===== config.mk =====
export PLATFORM = sky130hd
export DESIGN_NAME = divider_sequencer_flat
export DESIGN_NICKNAME = d
export VERILOG_FILES = /design/src/rtl/divseq_pkg.sv /design/src/rtl/divider_sequencer_if.sv /design/src/rtl/divider_sequencer_ratio_counter.sv /design/src/rtl/divider_sequencer.sv /design/src/flat_wrapper.sv
export SDC_FILE = /design/constraint.sdc
export NUM_CORES = 1
export LEC_CHECK = 0
export ABC_AREA = 1
export CAP_MARGIN = 20
export CORE_MARGIN = 1.5
export CORE_UTILIZATION = 46
export DETAILED_ROUTE_END_ITERATION = 8
export PLACE_DENSITY = 0.69
export RECOVER_POWER = 25
export SETUP_SLACK_MARGIN = 0.5
export SLEW_MARGIN = 20
export SYNTH_ARGS = -nofsm -noshare
export SYNTH_HDL_FRONTEND = slang
export SYNTH_HIERARCHICAL = 1
export SYNTH_SLANG_ARGS = --single-unit
export TNS_END_PERCENT = 30

===== constraint.sdc =====
create_clock -name clock -period 2.8 [get_ports clock]
set_clock_uncertainty 0.05 [all_clocks]
set_input_delay 0.56 -clock clock [delete_from_list [all_inputs] [get_ports clock]]
set_output_delay 0.56 -clock clock [all_outputs]
set_load 0.03 [all_outputs]

===== src/rtl/divseq_pkg.sv =====
// rtl/divseq_pkg.sv - shared state encoding and default widths for divider_sequencer
package divseq_pkg;

    localparam int DEF_RATIO_W   = 4;
    localparam int DEF_PERIODS_W = 8;

    typedef enum logic [1:0] {
        IDLE     = 2'b00,
        RUN      = 2'b01,
        STOPPING = 2'b10
    } state_t;

endpackage


===== src/rtl/divider_sequencer_if.sv =====
// rtl/divider_sequencer_if.sv - control/status bundle between controller and divider sequencer
interface divider_sequencer_if
    import divseq_pkg::*;
#(
    parameter int RATIO_W   = DEF_RATIO_W,
    parameter int PERIODS_W = DEF_PERIODS_W
);
    logic                 start;
    logic                 stop;
    logic [RATIO_W-1:0]   ratio;
    logic                 div_out;
    logic                 tick;
    logic                 busy;
    logic                 done;
    logic [PERIODS_W-1:0] periods;

    modport master (
        output start, stop, ratio,
        input  div_out, tick, busy, done, periods
    );

    modport slave (
        input  start, stop, ratio,
        output div_out, tick, busy, done, periods
    );
endinterface


===== src/rtl/divider_sequencer_ratio_counter.sv =====
// rtl/divider_sequencer_ratio_counter.sv - clearable modulo-R counter with wrap flag
module ratio_counter #(
    parameter int RATIO_W = 4
) (
    input  logic               clock,
    input  logic               reset,
    input  logic               clear,
    input  logic               enable,
    input  logic [RATIO_W-1:0] ratio_q,
    output logic               wrap
);
    logic [RATIO_W-1:0] count_q;
    logic [RATIO_W-1:0] count_d;

    // wrap fires on the last count of a half-period; ratio_q is never 0
    assign wrap = enable && (count_q == (ratio_q - RATIO_W'(1)));

    // next count: clear wins, otherwise advance and fold back to 0 on wrap
    always_comb begin
        count_d = count_q;
        if (clear) begin
            count_d = '0;
        end else if (enable) begin
            count_d = wrap ? '0 : count_q + RATIO_W'(1);
        end
    end

    // count register
    always_ff @(posedge clock or posedge reset) begin
        if (reset) begin
            count_q <= '0;
        end else begin
            count_q <= count_d;
        end
    end
endmodule


===== src/rtl/divider_sequencer.sv =====
// rtl/divider_sequencer.sv - start/run/clean-stop controller for the toggle-flop clock divider
module divider_sequencer
    import divseq_pkg::*;
#(
    parameter int RATIO_W   = DEF_RATIO_W,
    parameter int PERIODS_W = DEF_PERIODS_W
) (
    input logic                 clock,
    input logic                 reset,
    divider_sequencer_if.slave  bus
);
    localparam logic [PERIODS_W-1:0] PERIODS_MAX = '1;

    state_t               state_q, state_d;
    logic [RATIO_W-1:0]   ratio_q, ratio_d;
    logic                 div_q, div_d;
    logic                 tick_q, tick_d;
    logic                 done_q, done_d;
    logic                 busy_q, busy_d;
    logic [PERIODS_W-1:0] periods_q, periods_d;
    logic                 cnt_clear;
    logic                 cnt_enable;
    logic                 wrap;

    ratio_counter #(.RATIO_W(RATIO_W)) u_ratio_counter (
        .clock   (clock),
        .reset   (reset),
        .clear   (cnt_clear),
        .enable  (cnt_enable),
        .ratio_q (ratio_q),
        .wrap    (wrap)
    );

    // FSM next state plus the divided-clock, pulse and period-count updates
    always_comb begin
        state_d    = state_q;
        ratio_d    = ratio_q;
        div_d      = div_q;
        tick_d     = 1'b0;
        done_d     = 1'b0;
        periods_d  = periods_q;
        cnt_clear  = 1'b0;
        cnt_enable = 1'b0;

        case (state_q)
            IDLE: begin
                if (bus.start) begin
                    ratio_d   = (bus.ratio == '0) ? RATIO_W'(1) : bus.ratio;
                    periods_d = '0;
                    cnt_clear = 1'b1;
                    state_d   = RUN;
                end
            end
            RUN, STOPPING: begin
                cnt_enable = 1'b1;
                if (wrap) begin
                    div_d  = ~div_q;
                    tick_d = 1'b1;
                    // a falling edge completes one output period
                    if (div_q && periods_q != PERIODS_MAX) begin
                        periods_d = periods_q + PERIODS_W'(1);
                    end
                end
                if (state_q == RUN) begin
                    if (bus.stop) begin
                        state_d = STOPPING;
                    end
                end else if (wrap && div_q) begin
                    // finish only on a falling edge so the last high phase is whole
                    state_d = IDLE;
                    done_d  = 1'b1;
                end
            end
            default: begin
                state_d = IDLE;
            end
        endcase

        busy_d = (state_d == RUN) || (state_d == STOPPING);
    end

    // state and registered outputs
    always_ff @(posedge clock or posedge reset) begin
        if (reset) begin
            state_q   <= IDLE;
            ratio_q   <= RATIO_W'(1);
            div_q     <= 1'b0;
            tick_q    <= 1'b0;
            done_q    <= 1'b0;
            busy_q    <= 1'b0;
            periods_q <= '0;
        end else begin
            state_q   <= state_d;
            ratio_q   <= ratio_d;
            div_q     <= div_d;
            tick_q    <= tick_d;
            done_q    <= done_d;
            busy_q    <= busy_d;
            periods_q <= periods_d;
        end
    end

    assign bus.div_out = div_q;
    assign bus.tick    = tick_q;
    assign bus.busy    = busy_q;
    assign bus.done    = done_q;
    assign bus.periods = periods_q;
endmodule

===== src/flat_wrapper.sv =====
// flat-port wrapper written by rule: the top's interface ports become plain ports
module divider_sequencer_flat import divseq_pkg::*;
#(
    parameter int RATIO_W   = DEF_RATIO_W,
    parameter int PERIODS_W = DEF_PERIODS_W
)
  (clock, reset, bus_start, bus_stop, bus_ratio, bus_div_out, bus_tick, bus_busy, bus_done, bus_periods);
  divider_sequencer_if #(.RATIO_W(RATIO_W), .PERIODS_W(PERIODS_W)) bus_i ();
  input logic clock;
  input logic reset;
  input wire logic [$bits(bus_i.start)-1:0] bus_start;
  input wire logic [$bits(bus_i.stop)-1:0] bus_stop;
  input wire logic [$bits(bus_i.ratio)-1:0] bus_ratio;
  output wire logic [$bits(bus_i.div_out)-1:0] bus_div_out;
  output wire logic [$bits(bus_i.tick)-1:0] bus_tick;
  output wire logic [$bits(bus_i.busy)-1:0] bus_busy;
  output wire logic [$bits(bus_i.done)-1:0] bus_done;
  output wire logic [$bits(bus_i.periods)-1:0] bus_periods;
  assign bus_i.start = bus_start;
  assign bus_i.stop = bus_stop;
  assign bus_i.ratio = bus_ratio;
  assign bus_div_out = bus_i.div_out;
  assign bus_tick = bus_i.tick;
  assign bus_busy = bus_i.busy;
  assign bus_done = bus_i.done;
  assign bus_periods = bus_i.periods;
  divider_sequencer #(.RATIO_W(RATIO_W), .PERIODS_W(PERIODS_W)) u_core (.clock(clock), .reset(reset), .bus(bus_i));
endmodule

==> results.tsv, run 1 <==
stage	metric	value	unit
outcome	outcome	complete, no violations	
global_routing	vias in the first global route	1126	
floorplan	Die Ht	58.5	um
cells_and_area	commonest non-fill, non-tap cell in the layout	nand2_1	
cts	CTS tree	built	
cells_and_area	Finished Cell Area	1690	um2
cts	CTS H-tree depth	1	
place	Post-DP HPWL	2.11	mm
cells_and_area	nets	236	
route	drt pass-1 iters	4	
floorplan	Initial Util	50.1	%
route	via count	1200	
worst_setup_path	endpoint type of the worst setup path	flop	
sta	count of final hold-check violations	0	
floorplan	Boundary Pins	20	
global_routing	pin count of the biggest net entering global routing	19	
sta	Least-Margin Pin Slew	0.717	ns
cts	Clock Latency Late Sink	0.30	ns
worst_setup_path	Worst Setup Start Kind	flop	
synthesis	Syn Area/Cell	7.15	um2
worst_setup_path	Reg2Reg Depth	13	
route	final WL	2.68	mm
cells_and_area	share of cells above drive strength 1	9.95	%
route	DRC Markers	0	
worst_setup_path	CP endpoint	u_core/bus.periods[0]	
sta	setup tns final	0	ns
worst_setup_path	critical path startpoint	u_core/state_q[0]	
sta	crit path time final	2.25	ns
cells_and_area	commonest cells after routing, fill and taps aside	nand2_1, inv_1, dfrtp_1	
synthesis	Netlist Area Pre-Place	1420	um2
cells_and_area	Syn-to-layout area delta	19.3	%
cts	CTS root buffer	clkbuf_4	
global_routing	overall routing resource usage	18.4	%
route	Routed Antenna Nets	0	
worst_setup_path	Critical Path RT	2.95	ns
synthesis	Syn Nets	212	
route	DRT iter0 DRCs	40	
route	WL/cell	10.6	um
sta	unrepaired setup endpoints after global routing	no	
floorplan	Core Region	2830	um2
worst_setup_path	r2r setup slk	0.55	ns
cts	Max clock buf depth	2	
worst_setup_path	worst endpoint data arrival time	2.40	ns
hold_path	worst hold start	u_core/ratio_q[1]	
route	vias per inst	4.76	
worst_setup_path	worst flop-to-flop path startpoint	u_core/state_q[0]	
floorplan	row count	19	
worst_setup_path	reg2reg end	u_core/bus.periods[0]	
place	Buffers on Ports	19	
power_and_ir_drop	P_leak	0.887	nW
synthesis	distinct cell type count after synthesis	25	
place	Cell Area, Placed	1630	um2
floorplan	Die Area	3420	um2
power_and_ir_drop	peak supply drop	0.669	mV
worst_setup_path	critical path type	flop to flop	
sta	fin. max-slew vios	0	
cts	clock transition at the registers of the reported paths	0.11	ns
sta	FMAX	444	MHz
floorplan	Die Wd	58.5	um
synthesis	synthesis-stage register bit count	22	
synthesis	post-synthesis sequential area ratio	39.0	%
cells_and_area	antenna cells	0	
worst_setup_path	largest fanout on the critical path	11	
job	MaxCap Viol Count	0	
global_routing	total gr overflow	0	
cts	clk sink count	22	
synthesis	Mapped Cells	198	
synthesis	synth warn	6	
hold_path	Hold/Removal Path Class	flop to flop	
global_routing	first-pass GRT wire length	4.89	mm
cts	cts bufs inserted	3	
sta	crit share post-route	80.5	%
global_routing	antenna violations before repair	0	
sta	max_slew headroom	52.2	%
sta	Final setup viols	0	
place	GPL Wtd Cong	0.821	
power_and_ir_drop	PwrDens	992	nW/um2
cts	hold buffers post-CTS	0	
-- cells by family (layout without fill, tap and decap cells) --
kind of cell / after synthesis / after routing / share of synthesized area [%]
simple gates: 120 / 120 / 38.3
buf+inv: 32 / 55 / 9.01
flops: 22 / 22 / 39.0
compound gates: 13 / 13 / 5.30
fa+ha+maj: 6 / 6 / 5.30
xor+xnor: 5 / 5 / 3.09
-- cell type report --
cell class              instances  area (um2)
clock buffers                   4        36.3
flip-flops and latches         22         552
well taps                      31        38.8
fillers                       267        1140
inverters                      31         116
multi-input cells             144         748
repair buffers                 20         198
-- worst min-delay path by stage --
stage	endpoint	slack [ns]	cells after the start
after global placement	u_core/ratio_q[1]	0.42	2
after detailed placement	u_core/ratio_q[1]	0.43	2
after CTS	u_core/u_ratio_counter/count_q[0]	0.41	2
after floorplan	u_core/u_ratio_counter/count_q[0]	0.28	1
after global routing	u_core/bus.periods[7]	0.51	2
final	u_core/ratio_q[1]	0.46	2
-- sequential cells by signal (all words and copies together) (netlist names) --
register / flops
u_core/bus.periods: 8
u_core/ratio_q: 4
u_core/u_ratio_counter/count_q: 4
u_core/state_q: 2
u_core/bus.busy: 1
u_core/bus.div_out: 1
u_core/bus.done: 1
u_core/bus.tick: 1
-- cells in the mapped netlist, drive strengths merged --
cell type | n | area, um2
dfstp | 1 | 26.3
o21bai | 2 | 15.0
ha | 6 | 75.1
nand2 | 80 | 339
dfrtp | 21 | 526
nor2 | 23 | 111
nand3 | 11 | 55.1
nor3b | 1 | 7.51
a21oi | 3 | 15.0
xnor2 | 2 | 17.5
nand4 | 3 | 18.8
nor3 | 1 | 5.00
buf | 1 | 11.3
inv | 31 | 116
o21ai | 7 | 38.8
a31oi | 1 | 6.26
or2 | 1 | 6.26
xor2 | 3 | 26.3
-- where the power goes --
group | total [mW] | switching, mW | internal (mW)
sequential | 0.515 | 0.0971 | 0.418
combinational | 0.990 | 0.637 | 0.352
clock | 0.170 | 0.0912 | 0.0792
-- worst max-delay path, stage by stage (launching register included) --
cell	delay, ns
dfrtp_1	0.40
inv_1	0.07
ha_1	0.54
nand2_1	0.10
nor2_1	0.09
nand2_1	0.09
nor2_4	0.12
nand2_4	0.07
inv_2	0.07
o21ai_2	0.08
nor2_4	0.24
nand2_8	0.11
nand2_1	0.07
nand2_1	0.05
-- stage by stage --
stage                     util, %  std cells  hold slack [ns]  worst slack, ns  power [mW]
after floorplan                 -        198            0.276            0.736        1.28
after global placement       57.8        247            0.423            0.579        1.46
after detailed placement     57.8        247            0.433            0.505        1.48
after CTS                    59.1        251            0.410            0.542        1.67
after global routing         59.7        252            0.506            0.320        1.84
final                        59.7        252            0.457            0.547        1.67
-- metal layers --
metal | vias to the layer above | part of all wire (%) | global-route usage, %
li1 | 653 | - | -
met1 | 530 | 51 | 27.0
met2 | 15 | 46 | 27.8
met3 | 2 | 2.3 | 3.08
met4 | 0 | 0.63 | 5.98
met5 | - | 0 | 0
-- repair_timing --
action                                  in CTS  in global routing
endpoints found under the setup margin       1                 11
resized for setup                            1                  6
pin swaps                                    0                  3
setup buffers                                0                  1
Note: power is estimated with default switching activity, not from simulation.
==> run 2, diff against run 1 <==
Settings changed: PLACE_DENSITY 0.69 to 0.72.
Clock period 2.8 ns to 1.95 ns, I/O delays scaled along.
==> run 2 against run 1 <==
  * Non-clock buffer count rose by 5
  * Largest power group unchanged
  * Cell count up 2.0%
  * The flow now finishes with violations (setup timing)
  * Count of clock-buffer cells in the layout is the same
  * Global-route usage shrank 0.21 points
  * Critical path depth grew 3
  * Core utilization is 2.2 points higher
  * First-iteration DRC count rose by 43%
  * Total power rose by 46%
  * Sequential cell count unchanged
  * Clock power grew 28%
  * Final area increased by 3.6%
==> results.tsv, run 2 (same netlist as run 1, synthesis figures left out) <==
stage	metric	value	unit
outcome	outcome	complete, but fails checks	
outcome	failing checks	setup timing	
global_routing	first-pass GRT wire length	4.75	mm
sta	max_slew headroom	35.3	%
place	Post-DP HPWL	2.19	mm
cts	Max clock buf depth	2	
worst_setup_path	endpoint type of the worst setup path	flop	
worst_setup_path	critical path cell sequence	inv_2 > ha_4 > nand2_1 > inv_1 > nor2_1 > nand2_1 > nor2_4 > nand2_2 > inv_2 > nand2_1 > o21ai_2 > nand2_1 > nand2_2 > nor2_2 > nand2_1 > nand2_1	
global_routing	total gr overflow	0	
cells_and_area	share of cells above drive strength 1	13.3	%
cts	clock transition at the registers of the reported paths	0.12	ns
place	Buffers on Ports	19	
sta	setup ws final	-0.00702	ns
cells_and_area	fin cells	257	
place	GPL Wtd Cong	0.820	
worst_setup_path	largest fanout on the critical path	3	
cells_and_area	register area	552	um2
route	DRT iter0 DRCs	57	
power_and_ir_drop	sequential share of power	30.1	%
sta	Least-Margin Pin Slew	0.971	ns
worst_setup_path	critical path startpoint	u_core/ratio_q[0]	
route	WL/cell	10.8	um
power_and_ir_drop	PwrDens	1400	nW/um2
sta	fin. max-slew vios	0	
worst_setup_path	worst endpoint data arrival time	2.13	ns
route	drt pass-1 iters	5	
sta	FMAX	511	MHz
floorplan	Initial Util	50.1	%
cells_and_area	Syn-to-layout area delta	23.6	%
power_and_ir_drop	Final Power	2.45	mW
global_routing	vias in the first global route	1134	
route	DRC Markers	0	
cts	cts bufs inserted	3	
power_and_ir_drop	Comb power frac	61.0	%
worst_setup_path	Critical Path RT	2.12	ns
route	Routed Antenna Nets	0	
sta	crit path time final	1.96	ns
cells_and_area	max reg flops	8	
cts	Clock Latency Late Sink	0.31	ns
power_and_ir_drop	peak supply drop	0.729	mV
worst_setup_path	CP most frequent cell	nand2_1	
sta	unrepaired setup endpoints after global routing	yes	
worst_setup_path	CP max stage delay	0.55	ns
cts	CTS H-tree depth	1	
cells_and_area	fill count	253	
floorplan	Boundary Pins	20	
floorplan	Core Region	2830	um2
cells_and_area	commonest non-fill, non-tap cell in the layout	nand2_1	
power_and_ir_drop	P_leak	1.09	nW
cells_and_area	commonest cells after routing, fill and taps aside	nand2_1, inv_1, dfrtp_1	
cells_and_area	area of the multi-input gates	763	um2
worst_setup_path	Slowest-stage cell, CP	dfstp_2	
job	MaxCap Viol Count	0	
cts	CTS tree	built	
cells_and_area	nets	241	
cells_and_area	Finished Cell Area	1750	um2
floorplan	Die Wd	58.5	um
floorplan	Die Ht	58.5	um
power_and_ir_drop	sw power	1.21	mW
cts	hold buffers post-CTS	0	
sta	count of final hold-check violations	0	
global_routing	antenna violations before repair	0	
power_and_ir_drop	switching share of power	49.2	%
place	Cell Area, Placed	1680	um2
floorplan	Die Area	3420	um2
cts	clk sink count	22	
power_and_ir_drop	clock group share of total power	8.8	%
global_routing	pin count of the biggest net entering global routing	19	
route	final WL	2.79	mm
sta	Final setup viols	1	
hold_path	Hold/Removal Path Class	input port to asynchronous set/reset pin	
cells_and_area	antenna cells	0	
route	vias per inst	4.81	
cts	CTS root buffer	clkbuf_4	
place	Placed Cells	252	
sta	crit share post-route	100	%
power_and_ir_drop	Internal	1.24	mW
worst_setup_path	critical path type	flop to flop	
global_routing	overall routing resource usage	18.2	%
worst_setup_path	Worst Setup Start Kind	flop	
route	via count	1237	
worst_setup_path	worst flop-to-flop path startpoint	u_core/ratio_q[0]	
floorplan	row count	19	
run 2: path summary, 6_finish.rpt:
| kind | endpoint | slack, ns | depth (start not counted) |
|---|---|---|---|
| max | u_core/bus.busy | -0.007 | 16 |
| min | u_core/u_ratio_counter/count_q[1] | 0.35 | 2 |
| max reg2reg | u_core/bus.busy | -0.007 | 16 |
| min reg2reg | u_core/ratio_q[1] | 0.47 | 2 |
| max in group asynchronous | u_core/bus.periods[3] | 0.50 | 3 |
| min in group clock | u_core/ratio_q[1] | 0.47 | 2 |
run 2: final cells by class:
| class | instances | area share (%) |
|---|---|---|
| clock buffer | 4 | 1.50 |
| multi-input combinational | 144 | 43.6 |
| sequential | 22 | 31.5 |
| tap | 31 | 2.22 |
| inverter | 31 | 6.65 |
| timing repair buffer | 25 | 14.5 |
run 2: per-layer routing:
| metal | up-vias | GRT usage [%] | wire, um |
|---|---|---|---|
| li1 | 664 | - | - |
| met1 | 549 | 24.6 | 1400 |
| met3 | 5 | 4.18 | 97 |
| met4 | 0 | 6.98 | 43 |
| met5 | - | 0 | 0 |
| met2 | 19 | 28.4 | 1250 |
run 2: stage by stage:
step	TNS, ns	hold slack [ns]	worst slack [ns]	util [%]
floorplan	0	0.106	0.0503	-
global placement	0	0.425	0.0251	59.5
finish	-0.00702	0.348	-0.00702	61.9
detailed placement	-0.0716	0.444	-0.0266	59.5
CTS	0	0.203	0.00921	60.8
global route	-1.16	0.352	-0.146	61.9
run 2: timing repair:
item / 4_1_cts / 5_1_grt
gates resized for setup: 3 / 14
setup buffers: 0 / 1
pin swaps: 5 / 0
endpoints found under the setup margin: 30 / 31
run 2: worst max-delay path, delay by kind of cell (launching register included):
kind	cells	cell delay, ns
buffers and inverters	3	0.16
AOI/OAI and AO/OA	1	0.15
and+or+nand+nor	11	0.76
DFF	1	0.55
adders and majority gates	1	0.21
run 2: power by group through the flow:
stage                     Sequential (mW)  Combinational [mW]  Clock [mW]
after floorplan                     0.804                1.07           0
after global placement              0.743                1.42           0
after detailed placement            0.749                1.47           0
after CTS                           0.740                1.51       0.232
after global routing                0.762                1.67       0.248
final                               0.739                1.50       0.217
